[src/rtl/peak_packer_pkg.sv]
`default_nettype none
// ============================================================================
// Module   : peak_packer_pkg
// Brief    : Shared types, sizes and check-byte helper for the peak packer.
//            PEAK_PACKER_CRC_EN selects CRC-8 (0x07) instead of the 8-bit sum.
// Revision : 1.0 - initial release
// ============================================================================
package peak_packer_pkg;

    localparam int ENTRY_BYTES = 7;
    localparam int HDR_BYTES   = 3;

    typedef struct packed {
        logic [23:0] freq;
        logic [15:0] phase_a;
        logic [15:0] phase_b;
    } peak_entry_t;

    typedef enum logic [2:0] {
        TX_IDLE    = 3'd0,
        TX_SYNC    = 3'd1,
        TX_SEQ     = 3'd2,
        TX_CNT     = 3'd3,
        TX_PAYLOAD = 3'd4,
        TX_CHK     = 3'd5
    } tx_state_t;

    function automatic logic [7:0] chk_next(input logic [7:0] chk, input logic [7:0] data);
`ifdef PEAK_PACKER_CRC_EN
        logic [7:0] crc;
        crc = chk ^ data;
        for (int i = 0; i < 8; i++) begin
            crc = crc[7] ? ((crc << 1) ^ 8'h07) : (crc << 1);
        end
        return crc;
`else
        return chk + data;
`endif
    endfunction

endpackage
`default_nettype wire

[src/rtl/peak_frame_buf.sv]
`default_nettype none
// ============================================================================
// Module   : peak_frame_buf
// Brief    : Input framing plus ping-pong storage of two frames of NPEAKS
//            entries; whole frames are dropped when both buffers are full.
// Revision : 1.0 - initial release
// ============================================================================
module peak_frame_buf
    import peak_packer_pkg::*;
#(
    parameter int NPEAKS = 4,
    localparam int CNT_W = $clog2(NPEAKS + 1),
    localparam int IDX_W = (NPEAKS > 1) ? $clog2(NPEAKS) : 1
) (
    input  logic             clk,
    input  logic             reset,
    input  logic             i_valid,
    input  logic             i_sop,
    input  logic             i_eop,
    input  peak_entry_t      i_entry,
    input  logic             i_release,
    input  logic [IDX_W-1:0] i_rd_idx,
    output peak_entry_t      o_rd_entry,
    output logic [CNT_W-1:0] o_rd_count,
    output logic             o_rd_trunc,
    output logic             o_cur_avail,
    output logic             o_next_avail,
    output logic             o_dropped
);

    localparam logic [CNT_W-1:0] C_NPEAKS = CNT_W'(NPEAKS);

    peak_entry_t      r_mem [2][NPEAKS];
    logic [1:0]       r_full;
    logic [1:0]       r_trunc;
    logic [CNT_W-1:0] r_count [2];
    logic             r_wr_ptr;
    logic             r_rd_ptr;
    logic             r_open;
    logic             r_drop;
    logic [CNT_W-1:0] r_wcnt;
    logic             r_wtrunc;
    logic             r_dropped;

    logic             w_free;
    logic             w_accept;
    logic             w_drop_eff;
    logic [CNT_W-1:0] w_idx_cnt;
    logic [IDX_W-1:0] w_widx;
    logic             w_store;
    logic [CNT_W-1:0] w_cnt_new;
    logic             w_trunc_new;
    logic             w_close;
    logic             w_commit;

    // The buffers form a depth-2 FIFO, so the write slot is only busy when both are full;
    // a release in the same cycle frees exactly that slot.
    assign w_free      = !r_full[r_wr_ptr] || (i_release && (r_rd_ptr == r_wr_ptr));
    assign w_accept    = i_valid && (i_sop || r_open);
    assign w_drop_eff  = i_sop ? !w_free : r_drop;
    assign w_idx_cnt   = i_sop ? '0 : r_wcnt;
    assign w_widx      = IDX_W'(w_idx_cnt);
    assign w_store     = w_accept && !w_drop_eff && (w_idx_cnt < C_NPEAKS);
    assign w_cnt_new   = w_store ? (w_idx_cnt + CNT_W'(1)) : w_idx_cnt;
    assign w_trunc_new = (i_sop ? 1'b0 : r_wtrunc) | (w_idx_cnt >= C_NPEAKS);
    assign w_close     = w_accept && i_eop;
    assign w_commit    = w_close && !w_drop_eff;

    assign o_rd_entry   = r_mem[r_rd_ptr][i_rd_idx];
    assign o_rd_count   = r_count[r_rd_ptr];
    assign o_rd_trunc   = r_trunc[r_rd_ptr];
    assign o_cur_avail  = r_full[r_rd_ptr]  || (w_commit && (r_wr_ptr == r_rd_ptr));
    assign o_next_avail = r_full[!r_rd_ptr] || (w_commit && (r_wr_ptr != r_rd_ptr));
    assign o_dropped    = r_dropped;

    always_ff @(posedge clk) begin
        if (reset) begin
            r_full     <= '0;
            r_trunc    <= '0;
            r_count[0] <= '0;
            r_count[1] <= '0;
            r_wr_ptr   <= 1'b0;
            r_rd_ptr   <= 1'b0;
            r_open     <= 1'b0;
            r_drop     <= 1'b0;
            r_wcnt     <= '0;
            r_wtrunc   <= 1'b0;
            r_dropped  <= 1'b0;
        end else begin
            r_dropped <= w_close && w_drop_eff;
            if (i_release) begin
                r_full[r_rd_ptr] <= 1'b0;
                r_rd_ptr         <= !r_rd_ptr;
            end
            if (w_accept) begin
                r_open   <= !i_eop;
                r_drop   <= w_drop_eff;
                r_wcnt   <= w_cnt_new;
                r_wtrunc <= w_trunc_new;
            end
            // Placed after the release so a same-cycle refill of the freed slot wins.
            if (w_commit) begin
                r_full[r_wr_ptr]  <= 1'b1;
                r_count[r_wr_ptr] <= w_cnt_new;
                r_trunc[r_wr_ptr] <= w_trunc_new;
                r_wr_ptr          <= !r_wr_ptr;
            end
        end
    end

    always_ff @(posedge clk) begin
        if (w_store) begin
            r_mem[r_wr_ptr][w_widx] <= i_entry;
        end
    end

endmodule
`default_nettype wire

[src/rtl/peak_packer.sv]
`default_nettype none
// ============================================================================
// Module   : peak_packer
// Brief    : Packs per-run peak streams into SYNC/SEQ/CNT/payload/CHK byte
//            packets. Define PEAK_PACKER_CRC_EN for a CRC-8 check byte.
// Revision : 1.0 - initial release
// ============================================================================
module peak_packer
    import peak_packer_pkg::*;
#(
    parameter int         NPEAKS = 4,
    parameter logic [7:0] SYNC   = 8'hA5
) (
    input  logic        clk,
    input  logic        reset,
    input  logic        sink_valid,
    input  logic        sink_sop,
    input  logic        sink_eop,
    input  logic [23:0] sink_freq,
    input  logic [15:0] sink_phaseA,
    input  logic [15:0] sink_phaseB,
    input  logic        source_ready,
    output logic        source_valid,
    output logic [7:0]  source_data,
    output logic        source_sop,
    output logic        source_eop,
    output logic        dropped
);

    localparam int CNT_W = $clog2(NPEAKS + 1);
    localparam int IDX_W = (NPEAKS > 1) ? $clog2(NPEAKS) : 1;

    tx_state_t        r_state;
    tx_state_t        w_state_nxt;
    logic [7:0]       r_seq;
    logic [7:0]       r_chk;
    logic [IDX_W-1:0] r_ent;
    logic [2:0]       r_bsel;

    peak_entry_t      w_entry_in;
    peak_entry_t      w_rd_entry;
    logic [CNT_W-1:0] w_rd_count;
    logic             w_rd_trunc;
    logic             w_cur_avail;
    logic             w_next_avail;
    logic             w_fire;
    logic             w_release;
    logic             w_last_byte;
    logic [7:0]       w_cnt_byte;
    logic [7:0]       w_data;

    assign w_entry_in = '{freq: sink_freq, phase_a: sink_phaseA, phase_b: sink_phaseB};

    peak_frame_buf #(.NPEAKS(NPEAKS)) u_buf (
        .clk          (clk),
        .reset        (reset),
        .i_valid      (sink_valid),
        .i_sop        (sink_sop),
        .i_eop        (sink_eop),
        .i_entry      (w_entry_in),
        .i_release    (w_release),
        .i_rd_idx     (r_ent),
        .o_rd_entry   (w_rd_entry),
        .o_rd_count   (w_rd_count),
        .o_rd_trunc   (w_rd_trunc),
        .o_cur_avail  (w_cur_avail),
        .o_next_avail (w_next_avail),
        .o_dropped    (dropped)
    );

    assign source_valid = (r_state != TX_IDLE);
    assign source_sop   = (r_state == TX_SYNC);
    assign source_eop   = (r_state == TX_CHK);
    assign source_data  = w_data;
    assign w_fire       = source_valid && source_ready;
    assign w_release    = w_fire && (r_state == TX_CHK);
    assign w_cnt_byte   = {w_rd_trunc, 7'(w_rd_count)};
    assign w_last_byte  = (r_bsel == 3'(ENTRY_BYTES - 1)) && (r_ent == IDX_W'(w_rd_count - CNT_W'(1)));

    always_comb begin
        w_data = 8'h00;
        case (r_state)
            TX_SYNC:    w_data = SYNC;
            TX_SEQ:     w_data = r_seq;
            TX_CNT:     w_data = w_cnt_byte;
            TX_PAYLOAD: begin
                case (r_bsel)
                    3'd0:    w_data = w_rd_entry.freq[23:16];
                    3'd1:    w_data = w_rd_entry.freq[15:8];
                    3'd2:    w_data = w_rd_entry.freq[7:0];
                    3'd3:    w_data = w_rd_entry.phase_a[15:8];
                    3'd4:    w_data = w_rd_entry.phase_a[7:0];
                    3'd5:    w_data = w_rd_entry.phase_b[15:8];
                    default: w_data = w_rd_entry.phase_b[7:0];
                endcase
            end
            TX_CHK:     w_data = r_chk;
            default:    w_data = 8'h00;
        endcase
    end

    always_comb begin
        w_state_nxt = r_state;
        case (r_state)
            TX_IDLE:    if (w_cur_avail) w_state_nxt = TX_SYNC;
            TX_SYNC:    if (w_fire) w_state_nxt = TX_SEQ;
            TX_SEQ:     if (w_fire) w_state_nxt = TX_CNT;
            TX_CNT:     if (w_fire) w_state_nxt = (w_rd_count == '0) ? TX_CHK : TX_PAYLOAD;
            TX_PAYLOAD: if (w_fire && w_last_byte) w_state_nxt = TX_CHK;
            // Back-to-back packets skip IDLE when the other buffer is ready or completing now.
            TX_CHK:     if (w_fire) w_state_nxt = w_next_avail ? TX_SYNC : TX_IDLE;
            default:    w_state_nxt = TX_IDLE;
        endcase
    end

    always_ff @(posedge clk) begin
        if (reset) begin
            r_state <= TX_IDLE;
            r_seq   <= 8'h00;
            r_chk   <= 8'h00;
            r_ent   <= '0;
            r_bsel  <= 3'd0;
        end else begin
            r_state <= w_state_nxt;
            if (w_fire) begin
                case (r_state)
                    TX_SEQ: r_chk <= chk_next(8'h00, r_seq);
                    TX_CNT: begin
                        r_chk  <= chk_next(r_chk, w_cnt_byte);
                        r_ent  <= '0;
                        r_bsel <= 3'd0;
                    end
                    TX_PAYLOAD: begin
                        r_chk <= chk_next(r_chk, w_data);
                        if (r_bsel == 3'(ENTRY_BYTES - 1)) begin
                            r_bsel <= 3'd0;
                            r_ent  <= r_ent + IDX_W'(1);
                        end else begin
                            r_bsel <= r_bsel + 3'd1;
                        end
                    end
                    TX_CHK: r_seq <= r_seq + 8'd1;
                    default: ;
                endcase
            end
        end
    end

endmodule
`default_nettype wire

[config.mk]
export PLATFORM = sky130hd
export DESIGN_NAME = peak_packer
export DESIGN_NICKNAME = d
export VERILOG_FILES = /design/src/rtl/peak_packer_pkg.sv /design/src/rtl/peak_frame_buf.sv /design/src/rtl/peak_packer.sv
export SDC_FILE = /design/constraint.sdc
export NUM_CORES = 1
export LEC_CHECK = 0
export CAP_MARGIN = 20
export CORE_MARGIN = 5
export CORE_UTILIZATION = 61
export CTS_CLUSTER_DIAMETER = 60
export DETAILED_ROUTE_END_ITERATION = 7
export PLACE_DENSITY_LB_ADDON = 0.12
export SLEW_MARGIN = 20
export SYNTH_ARGS = -nofsm -noshare
export SYNTH_HDL_FRONTEND = slang
export SYNTH_SLANG_ARGS = --single-unit
[constraint.sdc]
create_clock -name clk -period 4.55 [get_ports clk]
set_input_delay 0.455 -clock clk [delete_from_list [all_inputs] [get_ports clk]]
set_output_delay 0.455 -clock clk [all_outputs]
set_load 0.01 [all_outputs]
# Yosys cells after proc, flatten, opt, wreduce, memory -nomap -nowiden
# Memories as Yosys holds them, arrays and structs flattened. A register that Yosys moved wholly into a read port is not among the register bits.
# Index checks and enable logic that the tools add are counted.
[word_totals] register_bits=37 n_memories=2 ramBits=454
[classes] magnitude_cmp=10 mux=55 n_bitwise=6 addsub=7 eq_ne=22 reduce_logical=38
[memory_table] memory="u_buf.r_mem" words=2 word_bits=224 rd=1 rd_ports_with_merged_regs=1 wr=1 line="peak_frame_buf.sv:33" rtl="peak_entry_t r_mem [2][NPEAKS];"
[memory_table] memory="u_buf.r_count" words=2 word_bits=3 rd=1 rd_ports_with_merged_regs=1 wr=2 line="peak_frame_buf.sv:36" rtl="logic [CNT_W-1:0] r_count [2];"
[op_table] op="$mux 224" n=1
[op_table] op="$mux 56" n=3
[op_table] op="$bmux 56 s2" n=1
[op_table] op="$demux 56 s2" n=1
[op_table] op="$pmux 8 s6" n=1
[op_table] op="$pmux 8 s5" n=1
[op_table] op="$mux 3" n=10
[op_table] op="$mux 1" n=26
[op_table] op="$pmux 8 s3" n=1
[op_table] op="$pmux 3 s6" n=1
[op_table] op="$add 8x8->8" n=2
[op_table] op="$logic_and 1x1->1" n=16
[op_table] op="$eq 3x3->1 const B" n=5
[op_table] op="$eq 3x2->1 const B" n=4
[op_table] op="$ge 3x3->1 const B" n=3
[op_table] op="$logic_not 3->1" n=3
[op_table] op="$add 8x1->8 const B" n=1
[op_table] op="$mux 2" n=4
[op_table] op="$ne 2x2->1 const B" n=4
[op_table] op="$add 3x1->3 const B" n=2
[op_table] op="$eq 3x1->1 const B" n=2
[op_table] op="$logic_not 1->1" n=6
[op_table] op="$lt 1x2->1 const B" n=3
[op_table] op="$ne 2x1->1 const B" n=3
[op_table] op="other kinds (24)" n=34

# Logic depth before layout (Yosys ltp)
[logic_depth] word_depth=14 mapped_depth=19 ltp_nobuf=17

# By module
# From an unflattened synthesis, not the netlist that was laid out.
[hier_totals] hier_cells=1052 hier_area_um2=20375.8
[modules_own_cells] module="peak_frame_buf" seq_area_each_um2=13913.3 instances=1 area_each_um2=18231.2 cells_per_inst=772
[modules_own_cells] module="peak_packer" seq_area_each_um2=480.5 instances=1 area_each_um2=2144.6 cells_per_inst=280

# Worst setup path after synthesis
# OpenSTA, ideal clock, no wires.
[synth_timing] kind="reg2reg" from="register with a tool-made name" to="register r_chk[7]" path_buffers=3 arrival_time_ns=4.123 setup_ns=0.062 path_stages_with_launch=18 required_time_ns=4.488 setup_slack_ns=0.365 path_cell_list="dfxtp_1 clkbuf_2 buf_4 buf_2 mux4_2 mux2_2 nand2_1 o221ai_1 nor3_1 o22ai_1 ha_1 a21o_1 a211oi_1 nor2_1 o41ai_1 xnor2_1 or4b_2 nand3_1"
[synth_rtl] item="end signal: assignment" line="peak_packer.sv:127" rtl="TX_SEQ: r_chk <= chk_next(8'h00, r_seq);"
[synth_rtl] item="end signal: assignment" line="peak_packer.sv:129" rtl="r_chk <= chk_next(r_chk, w_cnt_byte);"
[synth_rtl] item="end signal: assignment" line="peak_packer.sv:134" rtl="r_chk <= chk_next(r_chk, w_data);"
[synth_rtl] item="end: declaration" line="peak_packer.sv:36" rtl="logic [7:0] r_chk;"

==> impl_metrics.yaml <==
status:
  outcome: "complete, no violations"
synthesis:
  synth.area.top_cells: "edfxtp_1 69%, mux4_2 12%, dfxtp_1 3.8%, mux2i_1 3.0%, nor2_1 1.3%"
  seq_area_frac_synth: 0.725
  synth_top_flop_cell: "edfxtp_1"
  synth_area_um2: 19800
  synth_top_area_share: 0.687
  yosysTopAreaCell: "edfxtp_1"
  syn_avg_cell_area_um2: 18.4
  postSynthCellCount: 1079
  synth.most_common_cell: "edfxtp_1"
  async_reset_ff_frac: 0
  synth_edf_count: 454
  ys_ff_latch: 492
  ys_top_cells_by_count: "454 x edfxtp_1, 107 x mux4_2, 67 x nor2_1"
  synth.net_count: 1157
  yosysUniqueCellTypes: 58
  yosysWarningCount: 0
die:
  die_y_um: 190
  row_count: 66
  fp.coreArea_um2: 32300
  initial_utilization: 0.615
  die_w_um: 190
  ioPinCount: 74
  die_area_um2: 36200
timing:
  setup_violations: 0
  drv_slew: 0
  max_freq_mhz: 229
  clock_skew_ns: 0.0114
  tightest_slew_ns: 1.03
  hold_violations: 0
  min_period_ns: 4.36
  finalCritPeriodShare: 0.959
  max_slew_margin: 0.310
  hold_ws_ns: 0.475
worst_setup_path:
  r2r_cells: 18
  ff2ff_setup_slack_ns: 0.19
  critical_path_required_ns: 5.05
  cp-end-kind: "flop"
  critPathLaunchType: "flop"
  arrival_ns: 4.86
  cp_max_fo: 11
  r2r-end: "r_chk[7]$_SDFFE_PP0P_"
  path_class: "reg -> reg"
clocking:
  clk_latency_ns: 0.56
  clk_path_buf_depth: 3
  tritoncts: "done"
  cts_hold_buf: 0
  numCtsBuffers: 49
  clkTransAtPathRegs_ns: 0.06
  cts_max_level: 2
  clock_sinks: 492
  cts_root_buf: "clkbuf_16"
detailed_routing:
  post_drt_wl_per_cell_um: 24.9
  drc: 0
  drt_iter0_drc: 1117
  vias_per_cell: 6.18
  vias: 10600
  ant_nets: 0
  drt_pre_antenna_iters: 6
  postRouteWirelength_mm: 42.5
global_routing:
  grt_usage: 0.238
  grt_pass1_vias: 10700
  antenna_found_initial: 1
  grt_pass1_wl_mm: 64.8
  grt_overflow_total: 0
  grt_max_degree: 57
hold_path:
  min_to: "u_buf.r_trunc[1]$_SDFFE_PP0P_"
  worstHoldStart: "u_buf.r_trunc[1]$_SDFFE_PP0P_"
  hp-class: "reg -> reg"
  holdPathStages: 2
cells_and_area:
  fin_nets: 1305
  layout.area.seq_um2: 14400
  fin_cells: 1708
  n_antenna_cell: 0
  multi_input_comb_area_um2: 5170
  drive_above_1_share: 0.218
  area_growth_pct: 17.3
  fill_cells: 1919
  final_util: 0.721
power_and_ir_drop:
  ir_drop_uv: 340
  power.density_nw_per_um2: 411
  p_leak_nw: 7.76
  power_mw: 9.57
place:
  hpwl_mm: 25.9
  dp.cells: 1611
  gp_congestion: 0.880
  numPortBuffers: 73
job:
  maxCapViolations: 0
final cells by class:
| class | instances | area share |
|---|---|---|
| clock buffers | 59 | 0.0561 |
| repair buffers | 150 | 0.0639 |
| well taps | 442 | 0.0238 |
| flip-flops and latches | 492 | 0.618 |
| clock inverters | 31 | 0.0131 |
| multi-input cells | 518 | 0.222 |
| inverters | 16 | 0.00258 |
cell usage in the layout, fill, tap and decap left out, types with 7 or more instances in the layout:
master           count
a21oi_1             29
a22oi_1             12
and3_2               8
buf_12              12
buf_4               62
clkbuf_1             8
clkbuf_16           52
clkdlybuf4s50_1     73
clkinv_1            13
clkinv_2             7
dfxtp_1             36
edfxtp_1           454
ha_1                15
inv_1               15
mux2i_1             60
mux4_2             107
nand2_1             48
nand3_1             19
nor2_1              67
nor2b_1              8
nor3_1              13
o21ai_0             16
o22ai_1             25
xnor2_1             11
xor2_1               7
repair_timing:
action                                  4_1_cts  5_1_grt
pin swaps                                     1        1
gates cloned                                  0        1
buffers inserted                              0        6
endpoints found under the setup margin        2        4
gates resized for setup                       2        4
layer usage:
metal / vias up / part of all wire / GRT usage
li1: 4670 / - / -
met1: 5418 / 0.42 / 0.347
met2: 404 / 0.49 / 0.383
met3: 68 / 0.062 / 0.0386
met4: 2 / 0.024 / 0.0663
met5: - / 0.00031 / 0
sequential cells by signal, indices dropped and copies added (netlist names), 3 cells and up, named ones only:
register,count
r_state,3
r_bsel,3
r_seq,8
u_buf.r_count,6
u_buf.r_wcnt,3
u_buf.r_mem,448
r_chk,8
per-stage QoR:
step / setup slack, ns / instance area [um2] / TNS [ns]
5_1_grt: -0.0638 / 23300 / -0.0638
2_1_floorplan: 0.365 / 19800 / 0
3_3_place_gp: -0.130 / 21600 / -0.130
3_5_place_dp: -0.160 / 21600 / -0.160
6_report: 0.187 / 23300 / 0
4_1_cts: 0.0128 / 23200 / 0
logic make-up after synthesis:
kind of cell,after synthesis,share of synthesized area
AOI/OAI and AO/OA,117,0.0387
xor gates and xnor gates,19,0.00908
adders and majority gates,16,0.0105
buffers and inverters,69,0.0160
DFF,492,0.725
muxes,173,0.155
and+or+nand+nor,193,0.0453
critical path: stages (launching register included):
cell and delay [ns]:
dfxtp_4 0.41, buf_12 0.18, buf_8 0.18, mux4_2 0.51
mux2i_1 0.17, o22ai_1 0.20, nor4_4 0.41, buf_4 0.16
o21ai_0 0.06, a22oi_1 0.23, nor2_1 0.07, ha_1 0.32
o21ai_0 0.16, nor2_1 0.09, o41ai_2 0.21, buf_4 0.17
xnor2_1 0.07, or4b_2 0.61, nand3_1 0.09
how the worst max path moves through the flow:
stage / startpoint / endpoint / cells after the start
global placement: flop / r_chk[7]$_SDFFE_PP0P_ / 18
detailed placement: flop / r_chk[7]$_SDFFE_PP0P_ / 18
CTS: flop / r_chk[7]$_SDFFE_PP0P_ / 18
floorplan: flop / r_chk[7]$_SDFFE_PP0P_ / 17
global route: flop / r_chk[7]$_SDFFE_PP0P_ / 18
finish: flop / r_chk[7]$_SDFFE_PP0P_ / 18
report_power, final:
group | internal (mW) | leakage [nW] | switching (mW)
sequential | 5.01 | 4.42 | 0.0433
clock | 2.38 | 0.786 | 1.62
combinational | 0.221 | 2.55 | 0.284
total | 7.62 | 7.76 | 1.95
Power figures use the tool's default switching activity.
